`config.mk`:
```
export PLATFORM = sky130hd
export DESIGN_NAME = dmem_arbiter_flat
export DESIGN_NICKNAME = d
export VERILOG_FILES = /design/src/rtl/dmem_arbiter_pkg.sv /design/src/rtl/dmem_arbiter_if.sv /design/src/rtl/dmem_arbiter_starve_counter.sv /design/src/rtl/dmem_arbiter.sv /design/src/flat_wrapper.sv
export SDC_FILE = /design/constraint.sdc
export NUM_CORES = 1
export LEC_CHECK = 0
export ABC_CLOCK_PERIOD_IN_PS = 2900
export BUFFER_PORTS_ARGS = -buffer_cell sky130_fd_sc_hd__buf_4
export CORE_AREA = 2 2 115 117
export CTS_CLUSTER_DIAMETER = 30
export DETAILED_ROUTE_END_ITERATION = 12
export DIE_AREA = 0 0 117 119
export PLACE_DENSITY_LB_ADDON = 0.3
export SLEW_MARGIN = 15
export SYNTH_ARGS = -nofsm -noshare
export SYNTH_HDL_FRONTEND = slang
export SYNTH_SLANG_ARGS = --single-unit
```
`constraint.sdc`:
```
create_clock -name clk -period 2.9 [get_ports clk]
set_input_delay 0.29 -clock clk [delete_from_list [all_inputs] [get_ports clk]]
set_output_delay 0.29 -clock clk [all_outputs]
set_load 0.02 [all_outputs]
```
`src/rtl/dmem_arbiter_pkg.sv`:
```
// ---------------------------------------------------------------------------
// dmem_arb_pkg
// Shared constants and helpers for the data-memory arbiter.
//   RAM_SIZE_DEF   : default data-memory depth in 32-bit words
//   STARVE_MAX_DEF : default number of CPU wins tolerated while DMA waits
//   CNT_W_DEF      : default starvation counter width
//   WORD_IDX_LSB   : lowest byte-address bit of the word index
//   DATA_W         : bus data/address width
//   in_range()     : true when a byte address maps to an existing word
// ---------------------------------------------------------------------------
package dmem_arb_pkg;

    localparam int RAM_SIZE_DEF   = 256;
    localparam int STARVE_MAX_DEF = 4;
    localparam int CNT_W_DEF      = 4;
    localparam int WORD_IDX_LSB   = 2;
    localparam int DATA_W         = 32;

    function automatic logic in_range(input logic [DATA_W-1:0] addr,
                                      input int unsigned ram_size);
        logic [DATA_W-1:0] w_idx;
        w_idx = addr >> WORD_IDX_LSB;
        return (w_idx < ram_size);
    endfunction

endpackage

```
`src/rtl/dmem_arbiter_if.sv`:
```
// ---------------------------------------------------------------------------
// dmem_arb_if
// Bundles the CPU MEM-stage port, the DMA port and the data-memory port.
//   slave  : arbiter view (takes CPU/DMA requests and mem_rdata, drives the rest)
//   master : environment view (CPU, DMA master and memory side)
// ---------------------------------------------------------------------------
interface dmem_arb_if;
    import dmem_arb_pkg::*;

    // CPU MEM stage
    logic              cpu_rd;
    logic              cpu_wr;
    logic [DATA_W-1:0] cpu_addr;
    logic [DATA_W-1:0] cpu_wdata;
    logic [DATA_W-1:0] cpu_rdata;
    logic              cpu_stall;

    // DMA / peripheral master
    logic              dma_req;
    logic              dma_we;
    logic [DATA_W-1:0] dma_addr;
    logic [DATA_W-1:0] dma_wdata;
    logic              dma_gnt;
    logic [DATA_W-1:0] dma_rdata;
    logic              dma_rvalid;
    logic              dma_err;

    // Data memory
    logic              mem_rd;
    logic              mem_wr;
    logic [DATA_W-1:0] mem_addr;
    logic [DATA_W-1:0] mem_wdata;
    logic [DATA_W-1:0] mem_rdata;

    modport slave (
        input  cpu_rd, cpu_wr, cpu_addr, cpu_wdata,
        output cpu_rdata, cpu_stall,
        input  dma_req, dma_we, dma_addr, dma_wdata,
        output dma_gnt, dma_rdata, dma_rvalid, dma_err,
        output mem_rd, mem_wr, mem_addr, mem_wdata,
        input  mem_rdata
    );

    modport master (
        output cpu_rd, cpu_wr, cpu_addr, cpu_wdata,
        input  cpu_rdata, cpu_stall,
        output dma_req, dma_we, dma_addr, dma_wdata,
        input  dma_gnt, dma_rdata, dma_rvalid, dma_err,
        input  mem_rd, mem_wr, mem_addr, mem_wdata,
        output mem_rdata
    );

endinterface

```
`src/rtl/dmem_arbiter_starve_counter.sv`:
```
// ---------------------------------------------------------------------------
// starve_counter
// Counts cycles a pending DMA request has lost to the CPU, saturating at MAX.
//   clk, reset : clock, synchronous active-high reset
//   i_clr      : clear to zero (DMA granted or no DMA request)
//   i_inc      : DMA waited behind the CPU this cycle
//   o_sat      : counter has reached MAX, DMA must win now
// ---------------------------------------------------------------------------
module starve_counter #(
    parameter int CNT_W = 4,
    parameter int MAX   = 4
) (
    input  logic clk,
    input  logic reset,
    input  logic i_clr,
    input  logic i_inc,
    output logic o_sat
);

    logic [CNT_W-1:0] r_cnt;

    assign o_sat = (r_cnt == CNT_W'(MAX));

    always_ff @(posedge clk) begin
        if (reset) begin
            r_cnt <= '0;
        end else if (i_clr) begin
            r_cnt <= '0;
        end else if (i_inc && !o_sat) begin
            r_cnt <= r_cnt + 1'b1;
        end
    end

endmodule

```
`src/rtl/dmem_arbiter.sv`:
```
// ---------------------------------------------------------------------------
// dmem_arbiter
// Two-requester arbiter in front of the single-port data memory. The CPU MEM
// stage passes through combinationally; a DMA master gets single-beat
// accesses with registered read return. A starvation counter forces the DMA
// through after STARVE_MAX lost cycles, stalling the CPU for that one cycle.
//   clk, reset : clock, synchronous active-high reset
//   bus        : dmem_arb_if.slave (CPU port, DMA port, memory port)
// ---------------------------------------------------------------------------
module dmem_arbiter
    import dmem_arb_pkg::*;
#(
    parameter int RAM_SIZE   = RAM_SIZE_DEF,
    parameter int STARVE_MAX = STARVE_MAX_DEF,
    parameter int CNT_W      = CNT_W_DEF
) (
    input logic        clk,
    input logic        reset,
    dmem_arb_if.slave  bus
);

    logic              w_cpu_req;
    logic              w_in_range;
    logic              w_sat;
    logic              w_dma_sel;
    logic              w_dma_rd_ok;

    logic              r_dma_rvalid;
    logic              r_dma_err;
    logic [DATA_W-1:0] r_dma_rdata;

    assign w_cpu_req   = bus.cpu_rd | bus.cpu_wr;
    assign w_in_range  = in_range(bus.dma_addr, RAM_SIZE);
    // DMA wins when the CPU is idle, or when it has already lost STARVE_MAX times
    assign w_dma_sel   = bus.dma_req & (~w_cpu_req | w_sat);
    assign w_dma_rd_ok = w_dma_sel & ~bus.dma_we & w_in_range;

    starve_counter #(
        .CNT_W (CNT_W),
        .MAX   (STARVE_MAX)
    ) u_starve (
        .clk   (clk),
        .reset (reset),
        .i_clr (w_dma_sel | ~bus.dma_req),
        .i_inc (bus.dma_req & w_cpu_req & ~w_dma_sel),
        .o_sat (w_sat)
    );

    // Grant mux: everything defaults to 0 so an idle bus carries no stale values
    always_comb begin
        bus.mem_rd    = 1'b0;
        bus.mem_wr    = 1'b0;
        bus.mem_addr  = '0;
        bus.mem_wdata = '0;
        bus.cpu_rdata = '0;
        bus.cpu_stall = 1'b0;
        bus.dma_gnt   = 1'b0;
        if (w_dma_sel) begin
            // Out-of-range DMA still gets a grant but touches nothing
            bus.mem_addr  = bus.dma_addr;
            bus.mem_wdata = bus.dma_wdata;
            bus.mem_wr    = bus.dma_we & w_in_range;
            bus.mem_rd    = ~bus.dma_we & w_in_range;
            bus.cpu_stall = w_cpu_req;
            bus.dma_gnt   = 1'b1;
        end else begin
            bus.cpu_rdata = bus.mem_rdata;
            if (w_cpu_req) begin
                bus.mem_rd    = bus.cpu_rd;
                bus.mem_wr    = bus.cpu_wr;
                bus.mem_addr  = bus.cpu_addr;
                bus.mem_wdata = bus.cpu_wdata;
            end
        end
    end

    // DMA return stage: read data and error flag appear one cycle after grant
    always_ff @(posedge clk) begin
        if (reset) begin
            r_dma_rvalid <= 1'b0;
            r_dma_err    <= 1'b0;
            r_dma_rdata  <= '0;
        end else begin
            r_dma_rvalid <= w_dma_rd_ok;
            r_dma_err    <= w_dma_sel & ~w_in_range;
            if (w_dma_rd_ok) begin
                r_dma_rdata <= bus.mem_rdata;
            end
        end
    end

    assign bus.dma_rvalid = r_dma_rvalid;
    assign bus.dma_err    = r_dma_err;
    assign bus.dma_rdata  = r_dma_rdata;

endmodule

```
`src/flat_wrapper.sv`:
```
// flat-port wrapper written by rule: the top's interface ports become plain ports
module dmem_arbiter_flat import dmem_arb_pkg::*;
#(
    parameter int RAM_SIZE   = RAM_SIZE_DEF,
    parameter int STARVE_MAX = STARVE_MAX_DEF,
    parameter int CNT_W      = CNT_W_DEF
)
  (clk, reset, bus_cpu_rd, bus_cpu_wr, bus_cpu_addr, bus_cpu_wdata, bus_cpu_rdata, bus_cpu_stall, bus_dma_req, bus_dma_we, bus_dma_addr, bus_dma_wdata, bus_dma_gnt, bus_dma_rdata, bus_dma_rvalid, bus_dma_err, bus_mem_rd, bus_mem_wr, bus_mem_addr, bus_mem_wdata, bus_mem_rdata);
  dmem_arb_if bus_i ();
  input logic clk;
  input logic reset;
  input wire logic [$bits(bus_i.cpu_rd)-1:0] bus_cpu_rd;
  input wire logic [$bits(bus_i.cpu_wr)-1:0] bus_cpu_wr;
  input wire logic [$bits(bus_i.cpu_addr)-1:0] bus_cpu_addr;
  input wire logic [$bits(bus_i.cpu_wdata)-1:0] bus_cpu_wdata;
  output wire logic [$bits(bus_i.cpu_rdata)-1:0] bus_cpu_rdata;
  output wire logic [$bits(bus_i.cpu_stall)-1:0] bus_cpu_stall;
  input wire logic [$bits(bus_i.dma_req)-1:0] bus_dma_req;
  input wire logic [$bits(bus_i.dma_we)-1:0] bus_dma_we;
  input wire logic [$bits(bus_i.dma_addr)-1:0] bus_dma_addr;
  input wire logic [$bits(bus_i.dma_wdata)-1:0] bus_dma_wdata;
  output wire logic [$bits(bus_i.dma_gnt)-1:0] bus_dma_gnt;
  output wire logic [$bits(bus_i.dma_rdata)-1:0] bus_dma_rdata;
  output wire logic [$bits(bus_i.dma_rvalid)-1:0] bus_dma_rvalid;
  output wire logic [$bits(bus_i.dma_err)-1:0] bus_dma_err;
  output wire logic [$bits(bus_i.mem_rd)-1:0] bus_mem_rd;
  output wire logic [$bits(bus_i.mem_wr)-1:0] bus_mem_wr;
  output wire logic [$bits(bus_i.mem_addr)-1:0] bus_mem_addr;
  output wire logic [$bits(bus_i.mem_wdata)-1:0] bus_mem_wdata;
  input wire logic [$bits(bus_i.mem_rdata)-1:0] bus_mem_rdata;
  assign bus_i.cpu_rd = bus_cpu_rd;
  assign bus_i.cpu_wr = bus_cpu_wr;
  assign bus_i.cpu_addr = bus_cpu_addr;
  assign bus_i.cpu_wdata = bus_cpu_wdata;
  assign bus_cpu_rdata = bus_i.cpu_rdata;
  assign bus_cpu_stall = bus_i.cpu_stall;
  assign bus_i.dma_req = bus_dma_req;
  assign bus_i.dma_we = bus_dma_we;
  assign bus_i.dma_addr = bus_dma_addr;
  assign bus_i.dma_wdata = bus_dma_wdata;
  assign bus_dma_gnt = bus_i.dma_gnt;
  assign bus_dma_rdata = bus_i.dma_rdata;
  assign bus_dma_rvalid = bus_i.dma_rvalid;
  assign bus_dma_err = bus_i.dma_err;
  assign bus_mem_rd = bus_i.mem_rd;
  assign bus_mem_wr = bus_i.mem_wr;
  assign bus_mem_addr = bus_i.mem_addr;
  assign bus_mem_wdata = bus_i.mem_wdata;
  assign bus_i.mem_rdata = bus_mem_rdata;
  dmem_arbiter #(.RAM_SIZE(RAM_SIZE), .STARVE_MAX(STARVE_MAX), .CNT_W(CNT_W)) u_core (.clk(clk), .reset(reset), .bus(bus_i));
endmodule
```
# After elaboration in Yosys (flattened, before gate mapping)
# Cells that the tools add are included.
word_totals:
  reg_bits: 38
  out_inout_bits: 134
  elab_cells: 37
op_classes:
  addsub: 1
  order_cmp: 1
  eq_ne: 1
  muxes: 11
  n_bitwise: 16
  n_reduce_logical: 3
op_table:
  columns: ["operator", "n"]
  rows:
  - ["32-bit 2-to-1 mux", 5]
  - ["30-bit by 9-bit < comparator with 1-bit output, second input constant", 1]
  - ["1-bit bitwise AND", 8]
  - ["1-bit 2-to-1 mux", 6]
  - ["1-bit NOT", 5]
  - ["4-bit by 1-bit adder with 4-bit output, second input constant", 1]
  - ["4-bit by 3-bit equality test with 1-bit output, second input constant", 1]
  - ["1-bit bitwise OR", 3]
  - ["2-bit OR reduction", 1]
  - ["1-bit logical AND", 1]
  - ["1-bit zero test", 1]

# Depth between registers and ports, before layout
depth:
  ltp_word: 7
  mapped_depth: 9

# Cells and area by module
# Synthesis repeated with hierarchy kept, for this count alone.
unflattened:
  cells_unflattened: 435
  area_unflattened_um2: 2947.8
by_module_without_submodules:
  columns: ["mod", "instances", "cells_per_inst", "area_per_inst_um2"]
  rows:
  - ["dmem_arbiter", 1, 410, 2718.9]
  - ["starve_counter", 1, 25, 229.0]

# Least setup slack after synthesis
# OpenSTA, ideal clock, no wires.
synth_timing:
  path_type: "register to output"
  startpoint: "reg u_core.u_starve.r_cnt[0]"
  endpoint: "out bus_mem_wr"
  arrival_time_ps: 1576
  t_required_ps: 2610
  path_slack_ps: 1034
  stages_incl_launch_ff: 9
  n_path_buf: 2
  path_cell_list: "dfxtp_1 > inv_1 > ha_1 > and3b_1 > o21ai_1 > buf_2 > buf_2 > nand2_1 > o21ai_0"
synth_between:
  elab_chain_cells: 4
synth_lines:
  columns: ["element", "line_no", "source"]
  rows:
  - ["start, declared", "dmem_arbiter_starve_counter.sv:20", "logic [CNT_W-1:0] r_cnt;"]
  - ["start signal, assigned", "dmem_arbiter_starve_counter.sv:30", "r_cnt <= r_cnt + 1'b1;"]
  - ["4-bit by 3-bit equality test with 1-bit output", "dmem_arbiter_starve_counter.sv:22", "assign o_sat = (r_cnt == CNT_W'(MAX));"]
  - ["1-bit bitwise OR", "dmem_arbiter.sv:35", "assign w_dma_sel = bus.dma_req & (~w_cpu_req | w_sat);"]
  - ["1-bit bitwise AND", "dmem_arbiter.sv:35", null]
  - ["1-bit 2-to-1 mux", "dmem_arbiter.sv:58", "if (w_dma_sel) begin"]
  - ["end, declared", "flat_wrapper.sv:27", "output wire logic [$bits(bus_i.mem_wr)-1:0] bus_mem_wr;"]
# Every way passes these cells.

# Worst setup path after layout
# Same ends and word-level chain as after synthesis.

==> impl_metrics.ini <==
[worst_setup_path]
startpoint = u_core.u_starve.r_cnt[0]$_SDFFE_PP0P_
crit_fanout = 101
rrSetupSlack_ns = 1.22
worstSetupPathType = reg -> out
worstPathRequired_ns = 2.61
endpoint = bus_mem_wr
setup.worst_path.end_class = output pin
rr_startpoint = u_core.u_starve.r_cnt[0]$_SDFFE_PP0P_
cp-start-kind = flop
reg2reg_to = u_core.bus.dma_rdata[5]$_SDFFE_PP0P_
reg2reg_depth = 7
arrival_ns = 2.16

[power]
p_per_area_mw_per_mm2 = 362
p_leak_uw = 0.00268
ir_worst_vdd_mv = 0.191
finalPower_uw = 1900

[drt]
dr.first_iter.drc_count = 191
vias = 3938
drcViolationCount = 0
antenna_left = 0
wirelength_mm = 12.4
firstDrtPassIters = 5
vias_per_cell = 4.44
wire_per_inst_um = 14.0

[place]
hpwl_mm = 9.57
io_buffers = 299
globalplace.congestion = 0.856
placed_cells = 878
pre_cts_ws_ns = 0.722

[finish]
n_antenna_cell = 0
drive_gt1_share_pct = 45.2
syn_to_final_growth_pct = 90.2
finalNonFillerCells = 886
nNetsFinal = 877

[global_routing]
antenna_found_initial = 0
grtUsageTotal_pct = 16.8
grt_pass1_wl_mm = 18.6
overflow = 0
grt_max_degree = 102
grt_pass1_vias = 3695

[clock_network]
cts_tree = done
post_cts_buffers = 0
path_clk_slew_ns = 0.06
insertion_delay_ns = 0.28
cts_buffers = 5
clock_path_buffers = 2
ctsHoldBuffers = 0
cts_sinks = 38
root_buffer = clkbuf_16
htreeDepth = 2
cts_resized = 0

[die]
die_h_um = 119
num_rows = 42
die_x_um = 117
initial_core_util_pct = 21.5
io_pins = 300
die_area_mm2 = 0.0139
core_mm2 = 0.0129

[yosys]
synth-edff-count = 0
synth_seq_cells = 38
synth_area_per_cell_um2 = 6.30
synth_warnings = 0
yosysSeqAreaShare_pct = 27.5
synth.most_common_cell = nand2_1
synth_nets = 607
synth_common_cells = nand2_1 (133), nand3_1 (98), dfxtp_1 (38)
synth.area.top_cells = dfxtp_1 (27%), nand2_1 (18%), nand3_1 (18%), and2_1 (7.2%), o21ai_0 (6.0%)
yosys.area.top_type = dfxtp_1
postSynthCellCount = 439
async_flop_share_pct = 0
synth_flop_cell = dfxtp_1
synth_top_cell_area_share_pct = 27.5
ys_types = 31
syn_area_mm2 = 0.00277

[timing]
rsz0062_at_grt = no
worstMarginPinSlew_ns = 0.771
setup_viol = 0
max_freq_ghz = 0.408
fin_ws_ns = 0.449
hold_slack_ns = 0.205
finalHoldViolations = 0
period_minus_slack_ns = 2.45
maxSlewViolCount = 0
fin_setup_tns_ns = 0
fin_crit_sh_pct = 84.5
max_slew_margin_pct = 48.6
fin_skew_ns = 0.00288

[status]
status = completed

[hold_path]
holdPathStages = 2
hold_class = in -> reg

[run]
max_cap_violations = 0
per-stage QoR:
step	area, µm²	util (%)
after floorplan	2770	-
after CTS	5260	40.9
after global placement	5070	39.4
after detailed placement	5070	39.4
final	5260	40.9
after global routing	5260	40.9
placed cells by master, fill, tap and decap left out, drive strengths merged:
master  netlist  layout
and3b         1       1
bufinv        0       2
inv           4       4
dfxtp        38      38
o211a         1       1
xnor2         1       1
clkbuf       17       5
nor2          7       7
a21oi        32      32
o21ai        34      34
buf          23     305
and4          1       1
nand2       133     133
xor2          1       1
nor4          6       6
nor3b         1       1
nor4b         1       1
or4b          1       1
nand3        98      98
ha            2       2
o211ai        1       1
and2         32      32
or2           1       1
nand4         1       1
clkinv        0       1
cell type report:
class | count | area, µm²
fill | 1375 | 7610
timing repair buffer | 305 | 2330
multi-input combinational | 355 | 1740
sequential | 38 | 761
tap | 176 | 220
clock buffer | 5 | 125
clock inverter | 3 | 68.8
inverter | 4 | 15.0
sequential cells by signal (all words and copies together) (netlist names):
register	flops
u_core.bus.dma_err	1
u_core.bus.dma_rvalid	1
u_core.bus.dma_rdata	32
u_core.u_starve.r_cnt	4
routing by layer:
metal | GRT usage [%] | vias to the layer above | routed length, µm
met1 | 20.3 | 1746 | 5090
met2 | 29.1 | 176 | 6010
met3 | 4.63 | 12 | 1110
li1 | - | 2004 | -
met5 | 0 | - | 0
met4 | 3.82 | 0 | 178
power by group:
part	internal [µW]	switching (µW)	leakage, µW
combinational	336	336	0.00228
sequential	524	1.12	0.000306
clock	494	212	0.0000940
worst min path at each step:
stage,slack (ns),endpoint,from
finish,0.21,u_core.bus.dma_rvalid$_SDFF_PP0_,bus_dma_we
global route,0.21,u_core.bus.dma_rvalid$_SDFF_PP0_,bus_dma_we
CTS,0.20,u_core.bus.dma_rvalid$_SDFF_PP0_,bus_dma_we
detailed placement,0.46,u_core.u_starve.r_cnt[0]$_SDFFE_PP0P_,u_core.u_starve.r_cnt[0]$_SDFFE_PP0P_
global placement,0.45,u_core.u_starve.r_cnt[0]$_SDFFE_PP0P_,u_core.u_starve.r_cnt[0]$_SDFFE_PP0P_
floorplan,0.37,u_core.bus.dma_rvalid$_SDFF_PP0_,bus_dma_we
cell families after synthesis:
| logic type | synth area share [%] |
|---|---|
| compound gates | 12.8 |
| xor+xnor | 0.633 |
| fa+ha+maj | 0.904 |
| buf+inv | 9.86 |
| flops | 27.5 |
| simple gates | 48.3 |
critical path, cell delays in order (launching register included):
cell and delay [ns]:
dfxtp_1 0.37, inv_1 0.06, ha_1 0.18, and3b_1 0.22, o21ai_4 0.19, buf_12 0.36, nand2_1 0.15, o21ai_0 0.14
buf_4 0.20
Power figures use the tool's default switching activity.
